## config.mk

```make
export PLATFORM = sky130hd
export DESIGN_NAME = bec_load_sequencer
export DESIGN_NICKNAME = d
export VERILOG_FILES = /design/src/rtl/bec_seq_pkg.sv /design/src/rtl/bec_key_shifter.sv /design/src/rtl/bec_load_sequencer.sv
export SDC_FILE = /design/constraint.sdc
export NUM_CORES = 2
export LEC_CHECK = 0
export CAP_MARGIN = 30
export CORE_ASPECT_RATIO = 0.5
export CORE_MARGIN = 4
export CORE_UTILIZATION = 55
export CTS_BUF_LIST = sky130_fd_sc_hd__clkbuf_2
export DETAILED_ROUTE_END_ITERATION = 8
export HOLD_SLACK_MARGIN = 0.02
export PLACE_DENSITY = 0.8
export SLEW_MARGIN = 20
export SYNTH_ARGS = -nofsm -noshare
export SYNTH_HDL_FRONTEND = slang
export SYNTH_SLANG_ARGS = --single-unit
```

## constraint.sdc

```tcl
create_clock -name wb_clk_i -period 2.82 [get_ports wb_clk_i]
set_input_delay 0.423 -clock wb_clk_i [delete_from_list [all_inputs] [get_ports wb_clk_i]]
set_output_delay 0.423 -clock wb_clk_i [all_outputs]
set_load 0.02 [all_outputs]
```

## src/rtl/bec_seq_pkg.sv

```systemverilog
// Shared constants, state/error codes and word-pack helpers
// for the binary-Edwards-curve load sequencer.
package bec_seq_pkg;

  localparam int FIELD_W   = 163;
  localparam int WORD_W    = 32;
  localparam int NUM_WORDS = 6;
  localparam int IDX_W     = 8;

  localparam logic [2:0] KEY_BUF = 3'd7;

  localparam logic [2:0] S_IDLE    = 3'd0;
  localparam logic [2:0] S_LOAD    = 3'd1;
  localparam logic [2:0] S_RUN     = 3'd2;
  localparam logic [2:0] S_CAPTURE = 3'd3;
  localparam logic [2:0] S_DONE    = 3'd4;

  localparam logic [1:0] ERR_NONE    = 2'd0;
  localparam logic [1:0] ERR_WR_BUSY = 2'd1;
  localparam logic [1:0] ERR_KEY_OVR = 2'd2;
  localparam logic [1:0] ERR_TIMEOUT = 2'd3;

  // Replace word w of a field element; words past the
  // top of the field (5 upper bits, 6, 7) fall away.
  function automatic logic [FIELD_W-1:0] put_word(
    input logic [FIELD_W-1:0] v,
    input logic [2:0]         w,
    input logic [WORD_W-1:0]  d
  );
    logic [FIELD_W-1:0] r;
    r = v;
    for (int i = 0; i < FIELD_W; i++) begin
      if (i / WORD_W == int'(w)) r[i] = d[i % WORD_W];
    end
    return r;
  endfunction

  // Word w of a field element, zero above bit FIELD_W-1.
  function automatic logic [WORD_W-1:0] get_word(
    input logic [FIELD_W-1:0] v,
    input logic [2:0]         w
  );
    logic [WORD_W-1:0] r;
    r = '0;
    for (int i = 0; i < WORD_W; i++) begin
      if (int'(w) * WORD_W + i < FIELD_W)
        r[i] = v[int'(w) * WORD_W + i];
    end
    return r;
  endfunction

endpackage

```

## src/rtl/bec_key_shifter.sv

```systemverilog
// Scalar-key register with MSB-first bit walk for the BEC core.
// Ports: i_clk, i_rst_n, i_wr_en/i_wr_word/i_wr_data (key word write),
// i_restart (new run), i_step (core next_key), o_ki, o_ovr_hit.
module bec_key_shifter
  import bec_seq_pkg::*;
(
  input  logic              i_clk,
  input  logic              i_rst_n,
  input  logic              i_wr_en,
  input  logic [2:0]        i_wr_word,
  input  logic [WORD_W-1:0] i_wr_data,
  input  logic              i_restart,
  input  logic              i_step,
  output logic              o_ki,
  output logic              o_ovr_hit
);

  logic [FIELD_W-1:0] r_key;
  logic [IDX_W-1:0]   r_bit_idx;
  logic               r_exhausted;
  logic               r_overrun;

  // Once every bit is consumed, ki parks on bit 0 until
  // one more request drives it to 0.
  assign o_ki      = r_overrun ? 1'b0 : r_key[r_bit_idx];
  assign o_ovr_hit = i_step & r_exhausted;

  always_ff @(posedge i_clk or negedge i_rst_n) begin
    if (!i_rst_n) begin
      r_key <= '0;
    end else if (i_wr_en) begin
      r_key <= put_word(r_key, i_wr_word, i_wr_data);
    end
  end

  always_ff @(posedge i_clk or negedge i_rst_n) begin
    if (!i_rst_n) begin
      r_bit_idx   <= IDX_W'(FIELD_W - 1);
      r_exhausted <= 1'b0;
      r_overrun   <= 1'b0;
    end else if (i_restart) begin
      r_bit_idx   <= IDX_W'(FIELD_W - 1);
      r_exhausted <= 1'b0;
      r_overrun   <= 1'b0;
    end else if (i_step) begin
      if (r_exhausted) begin
        r_overrun <= 1'b1;
      end else if (r_bit_idx == '0) begin
        r_exhausted <= 1'b1;
      end else begin
        r_bit_idx <= r_bit_idx - 1'b1;
      end
    end
  end

endmodule

```

## src/rtl/bec_load_sequencer.sv

```systemverilog
// Host-side sequencer for the BEC scalar-multiply core: operand/key
// buffers, operand-load handshake, key-bit feed, result capture.
// Ports: wb_clk_i, wb_rst_ni; host wr_en/wr_addr/wr_data, start, abort,
// rd_word/rd_data, busy, run_done, err; core_* handshake to the core.
// Optional watchdog: define BEC_SEQ_TIMEOUT_EN.
module bec_load_sequencer
  import bec_seq_pkg::*;
#(
  parameter int NUM_OPS     = 4,
  parameter int TIMEOUT_CYC = 1048576
) (
  input  logic               wb_clk_i,
  input  logic               wb_rst_ni,
  input  logic               wr_en,
  input  logic [5:0]         wr_addr,
  input  logic [WORD_W-1:0]  wr_data,
  input  logic               start,
  input  logic               abort,
  input  logic [2:0]         rd_word,
  output logic [WORD_W-1:0]  rd_data,
  output logic               busy,
  output logic               run_done,
  output logic [1:0]         err,
  output logic               core_ena,
  output logic [2:0]         core_load_status,
  output logic [FIELD_W-1:0] core_data,
  output logic               core_load_data,
  input  logic               core_trig_load,
  input  logic               core_next_key,
  output logic               core_ki,
  input  logic [FIELD_W-1:0] core_result,
  input  logic               core_done
);

  logic [2:0]         r_state;
  logic [2:0]         r_idx;
  logic               r_ld;
  logic [2:0]         r_ld_st;
  logic [FIELD_W-1:0] r_core_data;
  logic [FIELD_W-1:0] r_result;
  logic               r_run_done;
  logic [1:0]         r_err;
  logic [FIELD_W-1:0] r_ops [NUM_OPS];

  logic               w_busy;
  logic               w_tmo;
  logic               w_abort;
  logic               w_start;
  logic               w_wr_ok;
  logic               w_wr_bad;
  logic [2:0]         w_buf;
  logic [2:0]         w_word;
  logic               w_trig;
  logic               w_step;
  logic               w_ovr;
  logic               w_ki;
  logic               w_key_we;
  logic               w_last;
  logic [FIELD_W-1:0] w_op_sel;

  assign w_busy = (r_state == S_LOAD) |
                  (r_state == S_RUN)  |
                  (r_state == S_CAPTURE);

  assign w_buf    = wr_addr[5:3];
  assign w_word   = wr_addr[2:0];
  assign w_wr_ok  = wr_en & ~w_busy;
  assign w_wr_bad = wr_en & w_busy;
  assign w_key_we = w_wr_ok & (w_buf == KEY_BUF);

  assign w_abort = w_busy & (abort | w_tmo);
  assign w_start = ~w_busy & start & ~abort;

  // A held trig_load re-arms only after the strobe drops;
  // core_done in the same cycle wins over a load.
  assign w_trig = (r_state == S_LOAD) & core_trig_load &
                  ~r_ld & ~core_done & ~w_abort;
  assign w_step = (r_state == S_RUN) & core_next_key &
                  ~core_done & ~w_abort;
  assign w_last = (r_idx == 3'(NUM_OPS - 1));

  always_comb begin
    w_op_sel = '0;
    for (int i = 0; i < NUM_OPS; i++) begin
      if (r_idx == 3'(i)) w_op_sel = r_ops[i];
    end
  end

`ifdef BEC_SEQ_TIMEOUT_EN
  logic [31:0] r_tmo_cnt;

  always_ff @(posedge wb_clk_i or negedge wb_rst_ni) begin
    if (!wb_rst_ni) begin
      r_tmo_cnt <= '0;
    end else if (w_start) begin
      r_tmo_cnt <= '0;
    end else if (w_busy) begin
      r_tmo_cnt <= r_tmo_cnt + 1'b1;
    end
  end

  assign w_tmo = w_busy & (r_tmo_cnt == 32'(TIMEOUT_CYC - 1));
`else
  logic w_unused_tmo;
  assign w_unused_tmo = (TIMEOUT_CYC == 0);
  assign w_tmo        = 1'b0;
`endif

  bec_key_shifter u_key (
    .i_clk     (wb_clk_i),
    .i_rst_n   (wb_rst_ni),
    .i_wr_en   (w_key_we),
    .i_wr_word (w_word),
    .i_wr_data (wr_data),
    .i_restart (w_start),
    .i_step    (w_step),
    .o_ki      (w_ki),
    .o_ovr_hit (w_ovr)
  );

  always_ff @(posedge wb_clk_i or negedge wb_rst_ni) begin
    if (!wb_rst_ni) begin
      for (int i = 0; i < NUM_OPS; i++) r_ops[i] <= '0;
    end else begin
      for (int i = 0; i < NUM_OPS; i++) begin
        if (w_wr_ok && w_buf == 3'(i))
          r_ops[i] <= put_word(r_ops[i], w_word, wr_data);
      end
    end
  end

  always_ff @(posedge wb_clk_i or negedge wb_rst_ni) begin
    if (!wb_rst_ni) begin
      r_ld        <= 1'b0;
      r_ld_st     <= '0;
      r_core_data <= '0;
      r_idx       <= '0;
    end else begin
      r_ld <= w_trig;
      if (w_trig) begin
        r_ld_st     <= r_idx;
        r_core_data <= w_op_sel;
        r_idx       <= r_idx + 1'b1;
      end else if (w_start) begin
        r_idx <= '0;
      end
    end
  end

  // Latest error event wins; a new run clears it.
  always_ff @(posedge wb_clk_i or negedge wb_rst_ni) begin
    if (!wb_rst_ni) begin
      r_err <= ERR_NONE;
    end else if (w_start) begin
      r_err <= ERR_NONE;
    end else if (w_tmo) begin
      r_err <= ERR_TIMEOUT;
    end else if (w_ovr) begin
      r_err <= ERR_KEY_OVR;
    end else if (w_wr_bad) begin
      r_err <= ERR_WR_BUSY;
    end
  end

  always_ff @(posedge wb_clk_i or negedge wb_rst_ni) begin
    if (!wb_rst_ni) begin
      r_state    <= S_IDLE;
      r_result   <= '0;
      r_run_done <= 1'b0;
    end else begin
      unique case (r_state)
        S_IDLE, S_DONE: begin
          if (w_start) begin
            r_state    <= S_LOAD;
            r_run_done <= 1'b0;
          end
        end
        S_LOAD: begin
          if (w_abort)                r_state <= S_IDLE;
          else if (core_done)         r_state <= S_CAPTURE;
          else if (w_trig && w_last)  r_state <= S_RUN;
        end
        S_RUN: begin
          if (w_abort)        r_state <= S_IDLE;
          else if (core_done) r_state <= S_CAPTURE;
        end
        S_CAPTURE: begin
          if (w_abort) begin
            r_state <= S_IDLE;
          end else begin
            r_result   <= core_result;
            r_run_done <= 1'b1;
            r_state    <= S_DONE;
          end
        end
        default: r_state <= S_IDLE;
      endcase
    end
  end

  assign busy             = w_busy;
  assign core_ena         = w_busy;
  assign run_done         = r_run_done;
  assign err              = r_err;
  assign core_load_data   = r_ld;
  assign core_load_status = r_ld_st;
  assign core_data        = r_core_data;
  assign core_ki          = w_ki;
  assign rd_data          = get_word(r_result, rd_word);

endmodule

```

# Word level (Yosys, flattened, before mapping)
# Cells that the tools add are included.
[classes]
mul = 0
order_cmp = 65
n_eq_ne = 22
div = 0
n_mux = 161
bitwise_logic = 21
addsub = 33
reduce_logical = 51
n_shift = 0
[ops]
columns = ["operator", "count"]
rows = [
  ["32-bit by 9-bit less-than comparator with 1-bit output (second input constant)", 31],
  ["163-bit two-way mux", 4],
  ["9-bit less-than comparator (second input constant)", 31],
  ["1-bit binary-select mux with 8-bit select", 32],
  ["8-bit by 5-bit adder with 9-bit output (second input constant)", 16],
  ["1-bit two-way mux", 106],
  ["8-bit by 4-bit adder with 9-bit output (second input constant)", 8],
  ["2-bit AND reduction", 32],
  ["8-bit by 3-bit adder with 9-bit output (second input constant)", 4],
  ["8-bit two-way mux", 4],
  ["3-bit two-way mux", 9],
  ["8-bit by 2-bit adder with 9-bit output (second input constant)", 2],
  ["3-bit by 2-bit == test with 1-bit output (second input constant)", 6],
  ["8-bit by 9-bit less-than comparator with 1-bit output (second input constant)", 2],
  ["1-bit bitwise AND", 14],
  ["3-bit == test (first input constant)", 4],
  ["3-bit zero test", 4],
  ["3-bit one-hot mux with 4 select lines", 1],
  ["8-bit by 1-bit adder with 9-bit output (second input constant)", 1],
  ["3-bit by 1-bit == test with 1-bit output (second input constant)", 3],
  ["3-bit AND reduction", 3],
  ["8-bit zero test", 1],
  ["8-bit less-than comparator (second input constant)", 1],
  ["2-bit nonzero test", 4],
  ["other kinds (16)", 30],
]
[totals]
n_memories = 0
in_bits = 212
out_inout_bits = 205
register_bits = 1164
mem_bits_ro = 0
ramBits = 0
wordCells = 394
latchBits = 0

# Longest topological paths before layout
[depth]
depth_word = 11
depth_mapped = 10

# Modules after synthesis
# Synthesis repeated with hierarchy kept, for this count alone.
[unflattened]
cells_unflattened = 4039
hier_area_um2 = 52146.3
[by_module_without_submodules]
columns = ["mod", "cells_per_inst", "n_inst", "seq_area_each_um2", "area_per_inst_um2"]
rows = [
  ["bec_load_sequencer", 3509, 1, 24798.8, 44042.2],
  ["bec_key_shifter", 530, 1, 4332.9, 8104.0],
]

# Worst setup path after synthesis
# Ideal clock, no wire load.
[synth_timing]
kind = "flip-flop to output port"
start = "reg u_key.r_bit_idx[1]"
end = "out core_ki"
stages_incl_launch_ff = 10
arrival_time_ps = 2573
slack_ps = -176
t_required_ps = 2397
path_cell_list = "dfstp_2 buf_2 buf_2 buf_2 mux4_2 nand2_1 a41oi_1 a31oi_1 o311a_1 a211oi_1"
[synth_between]
elab_chain_len = 3
[synth_rtl]
columns = ["element", "line", "text"]
rows = [
  ["start: declaration", "bec_key_shifter.sv:19", "logic [IDX_W-1:0] r_bit_idx;"],
  ["start signal: assignment", "bec_key_shifter.sv:38", "r_bit_idx <= IDX_W'(FIELD_W - 1);"],
  ["start signal: assignment", "bec_key_shifter.sv:42", "r_bit_idx <= IDX_W'(FIELD_W - 1);"],
  ["start signal: assignment", "bec_key_shifter.sv:51", "r_bit_idx <= r_bit_idx - 1'b1;"],
  ["1-bit binary-select mux with 8-bit select", "bec_key_shifter.sv:25", "assign o_ki = r_overrun ? 1'b0 : r_key[r_bit_idx];"],
  ["1-bit two-way mux (not written as such)", "bec_key_shifter.sv:25", ""],
  ["1-bit two-way mux", "bec_key_shifter.sv:25", ""],
  ["end: declaration", "bec_load_sequencer.sv:30", "output logic core_ki,"],
]
# Every way passes these cells. The select of a mux whose other input is x is not followed.

# Final worst setup path
# Same ends and word-level chain as after synthesis.

==> results.py <==
metrics = {
    "critical_path": {
        "endpoint_kind": "output pin",
        "r2r_cells": 10,
        "max_stage_delay_ns": 0.63,
        "cp_data_required_time_ns": 2.40,
        "critPathArrivalTime_ns": 3.95,
        "critPathLaunchType": "flop",
        "crit_family": "multiplexers",
        "rr_startpoint": "r_state[0]",
        "path_max_fanout": 10,
        "critPathBufInv": 3,
        "crit_chain": "buf_12 > mux4_2 > mux2i_1 > o2111ai_1 > nand4b_1 > o311a_1 > a211oi_2 > buf_4 > buf_4",
        "critPathMostFrequentCell": "buf_4",
        "critical-path-slowest-cell": "dfstp_2",
        "reg2reg_slack_ns": -0.02,
        "worstSetupPathType": "flop to output pin",
        "r2r_end": "r_ops[267]",
    },
    "timing": {
        "max_slew.worst_pin.slew_ns": 1.15,
        "setup_ws_ns": -1.55,
        "finalCritPeriodShare_pct": 155,
        "rsz0062_at_grt": "true",
        "final.setup.tns_ns": -18.10,
        "setup_viol": 36,
        "skew_ns": 0.154,
        "slew_headroom_pct": 21.2,
        "finalHoldViolCount": 0,
        "hold_ws_ns": 0.253,
        "fin_crit_ns": 4.37,
        "max_freq_mhz": 229,
        "maxSlewViolCount": 0,
    },
    "grt": {
        "grt_antenna_before_repair": 22,
        "grt_pass1_wl_mm": 236,
        "track_usage_pct": 31.6,
        "globalRouteOverflowTotal": 0,
        "grt_pass1_vias": 40007,
        "grt_max_degree": 125,
    },
    "clock_tree": {
        "cts_tree": "built",
        "path_clk_slew_ns": 0.12,
        "cts_max_path_buffers": 3,
        "cts-root-buf": "clkbuf_2",
        "clkSinkCount": 1164,
        "numCtsBuffers": 239,
        "htree_levels": 4,
        "clock_latency_ns": 1.63,
    },
    "power_and_ir_drop": {
        "power.total_uw": 50800,
        "leakage_uw": 0.0307,
        "powerDensity_nw_per_um2": 800,
        "vdd_drop_max_mv": 0.564,
    },
    "synthesis": {
        "yosys.area.top_type": "dfrtp_1",
        "ys.warnings.count": 0,
        "synth_commonest_cells": "dfrtp_1, mux2_2, clkbuf_1, nor2_1, nand2_1",
        "synth_top_area_share_pct": 58.2,
        "syn_inst": 3879,
        "synth-async-reset-ratio_pct": 100,
        "synth_nets": 4098,
        "synth_edf_count": 0,
        "yosys.area_share.adder_pct": 0.175,
        "synth_mux_area_share_pct": 25.4,
        "synth_top_family_by_area": "multiplexers",
        "synth.most_common_cell": "dfrtp_1",
        "yosysSeqAreaShare_pct": 58.3,
        "synth.area.top_cells": "dfrtp_1, mux2_2, a221oi_1, a21oi_1, mux4_2",
        "ys_ff_latch": 1164,
        "syn_area_um2": 50000,
        "synth_compound_area_share_pct": 7.36,
        "syn_avg_cell_area_um2": 12.9,
        "yosys.area_share.simple_pct": 5.78,
        "ys.flop_type": "dfrtp_1",
        "synthDistinctLibCells": 56,
        "synth_xor_area_share_pct": 0.123,
    },
    "routing": {
        "wl_per_cell_um": 25.9,
        "route.detailed.drc": 0,
        "viasPerCell": 6.14,
        "ant_nets": 0,
        "drtPass1Iterations": 8,
        "drtIter0Drc": 3794,
        "wirelength_mm": 161,
        "dr_total_vias": 38137,
    },
    "die": {
        "initial_core_util_pct": 56.0,
        "io-pin-count": 417,
        "die_area_um2": 96000,
        "die_h_um": 221,
        "fp-row-count": 77,
        "die_x_um": 434,
        "core_region_area_um2": 89200,
    },
    "cells_and_area": {
        "utilization_pct": 71.1,
        "final_area_um2": 63500,
        "drive_above_1_share_pct": 39.9,
        "nets": 5057,
        "syn_to_final_growth_pct": 27.0,
        "fillers": 5636,
    },
    "place": {
        "place_hpwl_mm": 84.9,
        "routabilityCongestion": 0.867,
        "portBuffers": 416,
        "placed_cell_area_um2": 56600,
    },
    "outcome": {
        "outcome": "finished, violations left",
        "violations": "negative setup slack",
    },
    "hold_path": {
        "holdPathStages": 3,
        "hp-start": "wr_data[24]",
        "hold_class": "input pin to flop",
        "min_to": "r_ops[283]",
    },
    "job": {
        "maxCapViolCount": 0,
    },
}
-- cell families after synthesis --
family / count (synthesis)
xor gates and xnor gates: 7
and+or+nand+nor: 657
muxes: 1094
DFF: 1164
AOI/OAI and AO/OA: 589
buffers and inverters: 361
adders and majority gates: 7
-- layout make-up --
class,count,area [µm²],area share [%]
multi-input combinational,2354,20000,31.5
sequential,1164,29100,45.9
timing repair buffer,1067,10600,16.7
inverter,12,50.0,0.0789
clock inverter,40,282,0.444
tap,1185,1480,2.34
clock buffer,369,1850,2.91
antenna,24,60.1,0.0946
-- placed cells by master (no fill, tap or decap), types with 5 or more instances in the layout --
cell             Yosys  layout
clkdlybuf4s15_2      0      10
mux2_1               8       8
o22ai_2              0      20
nor3_1             172     171
mux2i_2              0      14
a221oi_1           163     163
dfrtp_1           1161    1155
o22ai_1             32       9
nand3b_1             5       5
o21ai_0            177     176
buf_2               29      91
diode_2              0      24
mux4_2              41      41
mux2_2             971     971
nand3_1             15      14
ha_1                 7       6
mux2i_1             74      53
or3_1                6       6
nand2_1            201     198
a21oi_1            198     174
clkinv_1             2      23
inv_1               10       7
buf_6                4      98
nor2_1             221     206
clkbuf_2             0     369
nor2_2               1      12
buf_4                1     204
mux2i_4              0       7
a21oi_2              0      22
dlygate4sd3_1        0     382
clkdlybuf4s50_1      0     208
buf_12               0      67
dfrtp_2              0       6
-- state kept, by name (all words and copies together) (netlist names) --
register           cells
core_data            163
core_load_data         1
core_load_status       3
err                    2
r_idx                  3
r_ops                652
r_result             163
r_state                3
run_done               1
u_key.r_bit_idx        8
u_key.r_exhausted      1
u_key.r_key          163
u_key.r_overrun        1
-- power breakdown --
group / switching, µW / internal [µW] / leakage (µW)
clock network: 6890 / 3680 / 0.00166
logic: 8670 / 7590 / 0.0134
registers: 3080 / 20800 / 0.0157
total: 18600 / 32100 / 0.0307
-- worst min-delay path: cells and delay by family --
family	cells	cell delay, ns
buffers and inverters	2	1.14
muxes	1	0.19
-- per-layer routing --
| layer | track usage (%) | up-vias | share of wire (%) |
|---|---|---|---|
| met5 | 0 | - | 0.073 |
| met4 | 17.0 | 4 | 5.6 |
| met3 | 7.71 | 600 | 8.6 |
| met2 | 51.1 | 1967 | 48 |
| met1 | 39.7 | 19521 | 38 |
| li1 | - | 16045 | - |
-- per-stage QoR --
step                std cells  setup slack, ns
floorplan                3879          0.00789
global placement         5323           -0.127
detailed placement       5323           -0.191
CTS                      6163            -1.80
global route             6208            -1.80
finish                   6215            -1.55
-- worst max path at each step --
| stage | startpoint | endpoint | depth (start not counted) |
|---|---|---|---|
| 2_1_floorplan | u_key.r_bit_idx[1] | core_ki | 9 |
| 3_3_place_gp | u_key.r_bit_idx[1] | core_ki | 9 |
| 3_5_place_dp | u_key.r_bit_idx[1] | core_ki | 9 |
| 4_1_cts | u_key.r_bit_idx[1] | core_ki | 9 |
| 5_1_grt | u_key.r_bit_idx[0] | core_ki | 9 |
| 6_report | u_key.r_bit_idx[1] | core_ki | 9 |
-- repair_timing --
action | 4_1_cts | 5_1_grt
hold endpoints to repair | 2240 | 50
setup buffers | 49 | 21
gates resized for setup | 1053 | 72
gates cloned | 1 | 2
hold buffers | 381 | 2
pin swaps | 25 | 13
setup endpoints to repair | 205 | 51
(Power assumes the default switching activity.)
